==> config.mk <==
export PLATFORM = sky130hd
export DESIGN_NAME = button_event_detector
export DESIGN_NICKNAME = d
export VERILOG_FILES = /design/src/rtl/button_event_detector.sv
export SDC_FILE = /design/constraint.sdc
export NUM_CORES = 1
export LEC_CHECK = 0
export CAP_MARGIN = 20
export CORE_MARGIN = 2
export CORE_UTILIZATION = 50
export CTS_CLUSTER_DIAMETER = 50
export DETAILED_ROUTE_END_ITERATION = 6
export GPL_TIMING_DRIVEN = 0
export PLACE_DENSITY = 0.72
export SLEW_MARGIN = 5
export SYNTH_ARGS = -nofsm -noshare
export SYNTH_HDL_FRONTEND = slang
export SYNTH_SLANG_ARGS = --single-unit
==> constraint.sdc <==
create_clock -name clk_i -period 2.6 [get_ports clk_i]
set_clock_uncertainty 0.15 [all_clocks]
set_input_delay 0.65 -clock clk_i [delete_from_list [all_inputs] [get_ports clk_i]]
set_output_delay 0.65 -clock clk_i [all_outputs]
set_load 0.05 [all_outputs]
==> src/rtl/button_event_detector.sv <==
// Button event detector: synchronizes a raw button pin and confirms each edge through an
// external settle timer, then emits single-cycle press, release and long-press events.
module button_event_detector #(
  parameter int unsigned SYNC_STAGES      = 2,
  parameter bit          ACTIVE_LOW       = 1'b1,
  parameter int unsigned LONG_PRESS_TICKS = 50
) (
  input  logic clk_i,
  input  logic rst_i,
  input  logic btn_raw_i,
  input  logic timer_done_i,
  output logic timer_start_o,
  output logic press_o,
  output logic release_o,
  output logic long_press_o,
  output logic btn_level_o,
  output logic busy_o
);

  localparam int unsigned HOLD_W_RAW = $clog2(LONG_PRESS_TICKS + 1);
  localparam int unsigned HOLD_W     = (HOLD_W_RAW < 1) ? 1 : HOLD_W_RAW;
  localparam int unsigned LAST_TICK  = (LONG_PRESS_TICKS > 0) ? LONG_PRESS_TICKS - 1 : 0;
  localparam bit          LP_EN      = (LONG_PRESS_TICKS > 0);

  typedef enum logic [2:0] {
    S_IDLE,
    S_ARM_P,
    S_WAIT_P,
    S_HELD_ARM,
    S_HELD,
    S_ARM_R,
    S_WAIT_R
  } state_e;

  state_e              state_q, state_d;
  logic [HOLD_W-1:0]   hold_cnt_q, hold_cnt_d;
  logic                long_sent_q, long_sent_d;
  logic [SYNC_STAGES-1:0] sync_q;
  logic                btn_s;
  logic                done_ok;
  logic                last_tick;

  logic timer_start_q, timer_start_d;
  logic press_q, press_d;
  logic release_q, release_d;
  logic long_press_q, long_press_d;
  logic btn_level_q, btn_level_d;
  logic busy_q, busy_d;

  // Synchronizer resets to the released pin level so reset release never looks like a press
  always_ff @(posedge clk_i or posedge rst_i) begin
    if (rst_i) begin
      sync_q <= {SYNC_STAGES{ACTIVE_LOW}};
    end else begin
      sync_q <= {sync_q[SYNC_STAGES-2:0], btn_raw_i};
    end
  end

  assign btn_s     = sync_q[SYNC_STAGES-1] ^ ACTIVE_LOW;
  // A done pulse coinciding with a fresh start belongs to the superseded period
  assign done_ok   = timer_done_i & ~timer_start_q;
  assign last_tick = (hold_cnt_q == HOLD_W'(LAST_TICK));

  always_ff @(posedge clk_i or posedge rst_i) begin
    if (rst_i) begin
      state_q     <= S_IDLE;
      hold_cnt_q  <= '0;
      long_sent_q <= 1'b0;
    end else begin
      state_q     <= state_d;
      hold_cnt_q  <= hold_cnt_d;
      long_sent_q <= long_sent_d;
    end
  end

  always_comb begin
    state_d     = state_q;
    hold_cnt_d  = hold_cnt_q;
    long_sent_d = long_sent_q;
    case (state_q)
      S_IDLE:     if (btn_s) state_d = S_ARM_P;
      S_ARM_P:    state_d = S_WAIT_P;
      S_WAIT_P: begin
        if (done_ok) begin
          if (btn_s) begin
            state_d     = S_HELD_ARM;
            hold_cnt_d  = '0;
            long_sent_d = 1'b0;
          end else begin
            state_d = S_IDLE;
          end
        end
      end
      S_HELD_ARM: state_d = S_HELD;
      S_HELD: begin
        // Release has priority over a coincident hold tick
        if (!btn_s) begin
          state_d = S_ARM_R;
        end else if (done_ok && !long_sent_q && LP_EN) begin
          state_d = S_HELD_ARM;
          if (last_tick) long_sent_d = 1'b1;
          else           hold_cnt_d  = hold_cnt_q + HOLD_W'(1);
        end
      end
      S_ARM_R:    state_d = S_WAIT_R;
      S_WAIT_R: begin
        if (done_ok) state_d = btn_s ? S_HELD_ARM : S_IDLE;
      end
      default:    state_d = S_IDLE;
    endcase
  end

  always_comb begin
    timer_start_d = 1'b0;
    press_d       = 1'b0;
    release_d     = 1'b0;
    long_press_d  = 1'b0;
    btn_level_d   = btn_level_q;
    busy_d        = (state_d != S_IDLE);
    case (state_q)
      S_ARM_P, S_ARM_R: timer_start_d = 1'b1;
      S_HELD_ARM:       timer_start_d = LP_EN & ~long_sent_q;
      S_WAIT_P: begin
        if (done_ok && btn_s) begin
          press_d     = 1'b1;
          btn_level_d = 1'b1;
        end
      end
      S_HELD: begin
        if (btn_s && done_ok && !long_sent_q && LP_EN && last_tick) long_press_d = 1'b1;
      end
      S_WAIT_R: begin
        if (done_ok && !btn_s) begin
          release_d   = 1'b1;
          btn_level_d = 1'b0;
        end
      end
      default: ;
    endcase
  end

  always_ff @(posedge clk_i or posedge rst_i) begin
    if (rst_i) begin
      timer_start_q <= 1'b0;
      press_q       <= 1'b0;
      release_q     <= 1'b0;
      long_press_q  <= 1'b0;
      btn_level_q   <= 1'b0;
      busy_q        <= 1'b0;
    end else begin
      timer_start_q <= timer_start_d;
      press_q       <= press_d;
      release_q     <= release_d;
      long_press_q  <= long_press_d;
      btn_level_q   <= btn_level_d;
      busy_q        <= busy_d;
    end
  end

  assign timer_start_o = timer_start_q;
  assign press_o       = press_q;
  assign release_o     = release_q;
  assign long_press_o  = long_press_q;
  assign btn_level_o   = btn_level_q;
  assign busy_o        = busy_q;

endmodule
==> Flow_metrics.wiki <==
{| class="wikitable"
! Metric !! Value
|-
| Status || complete, no violations
|-
| Detailed-routing wirelength on met1 || 919 um
|-
| FFs w/ async S/R, synth || 1.00
|-
| Initial core utilization || 0.542
|-
| Antenna violations before repair || 0
|-
| Clock Pin Slew Worst Setup and Hold Paths || approximately 0.10 ns
|-
| # Max-Cap Violations || 0
|-
| Vias after detailed routing || 747
|-
| Number of instances in the synthesized netlist || 94
|-
| Final net count || 114
|-
| Clock tree from TritonCTS || yes
|-
| RSZ-0062 raised after global routing || false
|-
| Critical Path Start Type || flip-flop
|-
| Start-to-end type of the worst setup path || reg2out
|-
| GRT Total Usage || 0.200
|-
| Post-synthesis instance area || 956 sq um
|-
| Clock buffers created by TritonCTS || 3
|-
| Detailed route wirelength on metal3 || 71 um
|-
| Post-route non-filler standard cell count || 132
|-
| X dimension of the die || 47.7 um
|-
| Setup violators final || 0
|-
| Input/output buffers || 9
|-
| Number of slew-limit violations in the final report || 0
|-
| Share of post-route cells with drive strength above 1 || 0.112
|-
| Number of synthesized flops with an enable pin || 0
|-
| Post-DP HPWL || 1360 um
|-
| Buffers inserted by post-CTS timing repair || 0
|-
| Crit path buf inv count || 1
|-
| Worst relative slew slack || 0.527
|-
| Leading post-synthesis cells by cell area || dfrtp_1, dfstp_2, inv_1
|-
| Sequential-to-total area share from yosys stat || 0.474
|-
| LEAKAGE || 0.448 nW
|-
| Met2 wire length || 865 um
|-
| Pre-Repair DR Iteration Count || 4
|-
| 1st-iter DRT viols || 18
|-
| Required @ worst endpoint || 1.80 ns
|-
| Count of placed standard cells including taps || 128
|-
| Cell family contributing the most delay on the critical path || buffers and inverters
|-
| Root buffer selected by CTS || clkbuf_4
|-
| Critical Path Max Stage Delay || 0.82 ns
|-
| Count of unresolved DRC violations after routing || 0
|-
| Global-route wire length before repair || 3220 um
|-
| Insertion delay to the later sink of the worst-skew pair || 0.29 ns
|-
| Arrival @ worst endpoint || 1.52 ns
|-
| Most frequent cell after synthesis || dfrtp_1
|-
| Final Hold Vio Count || 0
|-
| Synthesized area divided by synthesized cell count || ~10 sq um
|-
| Cells along the critical path || clkdlybuf4s50_1
|-
| Vias in the first global route || 716
|-
| Synth-to-layout area growth || 16.5%
|-
| Fmax || around 0.43 GHz
|-
| Remaining antenna violation count after routing || 0
|-
| Avg Vias per Cell || between 5 and 6
|-
| Dominant synthesized flop cell || dfrtp_1
|-
| Buffer depth of the longest clock path || 2
|-
| Synth Net Count || 100
|-
| Wire length reported by the detailed router || around 1900 um
|-
| Hold-fix buffer count after cts || 0
|-
| Path class of the lowest-slack min-delay path || reg2reg
|-
| Number of antenna diodes || 0
|-
| Number of primary I/O pins || 10
|-
| CP endpoint kind || output pin
|-
| Post-cts gate resize count || 0
|-
| Die area || about 2300 sq um
|-
| Unique masters post-synth || 38
|-
| Final worst path period need || 2.32 ns
|-
| Slew @ Worst Pin || 0.701 ns
|-
| Maximum VDD drop || between 0.6 and 0.7 mV
|-
| Routability cong. || 0.792
|-
| Top Metal Used || met4
|-
| Count of synthesis-stage warnings from yosys || 0
|-
| Final hold slack || 0.214 ns
|-
| Number of filler instances in the final layout || 154
|-
| Slowest cell on the critical path || clkdlybuf4s50_1
|-
| Share of the synthesized area in the top cell type || 0.419
|-
| Row count || 15
|-
| Core area || 1760 sq um
|-
| CTS Sinks || 18
|-
| Level count of the clock H-tree || 1
|-
| Leftover overflow at the end of global routing || 0
|-
| Post-synthesis register bit count || 18
|-
| Leading post-synthesis cells by instance count || dfrtp_1, inv_1, nand2_1, nor2_1
|-
| Final routed wire length divided by cell count || 14.1 um
|-
| Largest net degree at the start of global routing || 19
|-
| Power per Cell Area || 1060 nW/um^2
|-
| Vertical die dimension || 47.7 um
|-
| Highest net fanout along the worst path || 5
|-
| Share of the cycle needed by the critical path after routing || 0.894
|-
| Synth area leader || dfrtp_1
|}
[cell type report]
cell class	count	area, sq um	area share
Timing Repair Buffer	9	90.1	0.0809
Sequential cell	18	453	0.407
Inverter	8	30.0	0.0270
Multi-Input combinational cell	62	435	0.391
Tap cell	25	31.3	0.0281
Clock buffer	4	36.3	0.0326
Buffer	6	37.5	0.0337
[worst reg2reg max path, stage by stage (launching register included)]
cell	delay, ns
dfrtp_1	0.39
buf_6	0.14
or4b_4	0.51
buf_6	0.15
or4_4	0.52
o211ai_2	0.08
[routing by layer]
| metal | up-vias | GRT usage |
|---|---|---|
| li1 | 368 | - |
| met1 | 361 | 0.296 |
| met2 | 16 | 0.296 |
| met3 | 2 | 0.0340 |
| met5 | - | 0 |
| met4 | 0 | 0.0649 |
[worst paths after layout]
| kind | start | end | slack, ns | depth (start not counted) |
|---|---|---|---|---|
| setup / recovery | timer_start_o | timer_start_o | 0.28 | 1 |
| hold / removal | sync_q[0] | sync_q[1] | 0.21 | 0 |
| setup reg to reg | state_q[0] | hold_cnt_q[5] | 0.59 | 5 |
| hold reg to reg | sync_q[0] | sync_q[1] | 0.21 | 0 |
| max in group asynchronous | rst_i | hold_cnt_q[3] | 1.29 | 2 |
| min in group asynchronous | rst_i | state_q[2] | 0.59 | 2 |
[power by group]
part	switching (W)	total, W	internal [W]
Clock	0.0000862	0.000171	0.0000852
Combinational	0.000305	0.000530	0.000225
Sequential	0.000106	0.000477	0.000370
Total	0.000497	0.00118	0.000681
[layout by cell type (no fill, tap or decap), types with 4 or more instances in the layout]
master	n
clkbuf_1	4
clkdlybuf4s50_1	9
dfrtp_1	16
inv_1	8
nand2_1	5
nand3_1	4
nor2_1	5
o22ai_1	4
[registers in the layout, summed over array words and instances, names as in the netlist]
signal	count
busy_o	1
press_o	1
long_press_o	1
state_q	3
release_o	1
btn_level_o	1
sync_q	2
long_sent_q	1
timer_start_o	1
hold_cnt_q	6
[kinds of logic (layout without fill, tap and decap cells)]
group	after synthesis	count (layout)	share of synthesized area
and+or+nand+nor	35	35	0.228
buffers and inverters	14	27	0.0707
DFF	18	18	0.474
AOI/OAI and AO/OA	25	25	0.202
adders and majority gates	2	2	0.0262
[stage by stage]
stage | TNS (ns) | util | power [W] | area [sq um] | setup WS (ns)
2_1_floorplan | 0 | - | 0.000864 | 956 | 0.477
4_1_cts | 0 | 0.631 | 0.00118 | 1110 | 0.264
6_report | 0 | 0.631 | 0.00118 | 1110 | 0.275
3_5_place_dp | -0.0106 | 0.611 | 0.00101 | 1080 | -0.0106
3_3_place_gp | 0 | 0.611 | 0.000983 | 1080 | 0.00285
5_1_grt | 0 | 0.631 | 0.00128 | 1110 | 0.211
(Power assumes the default switching activity.)
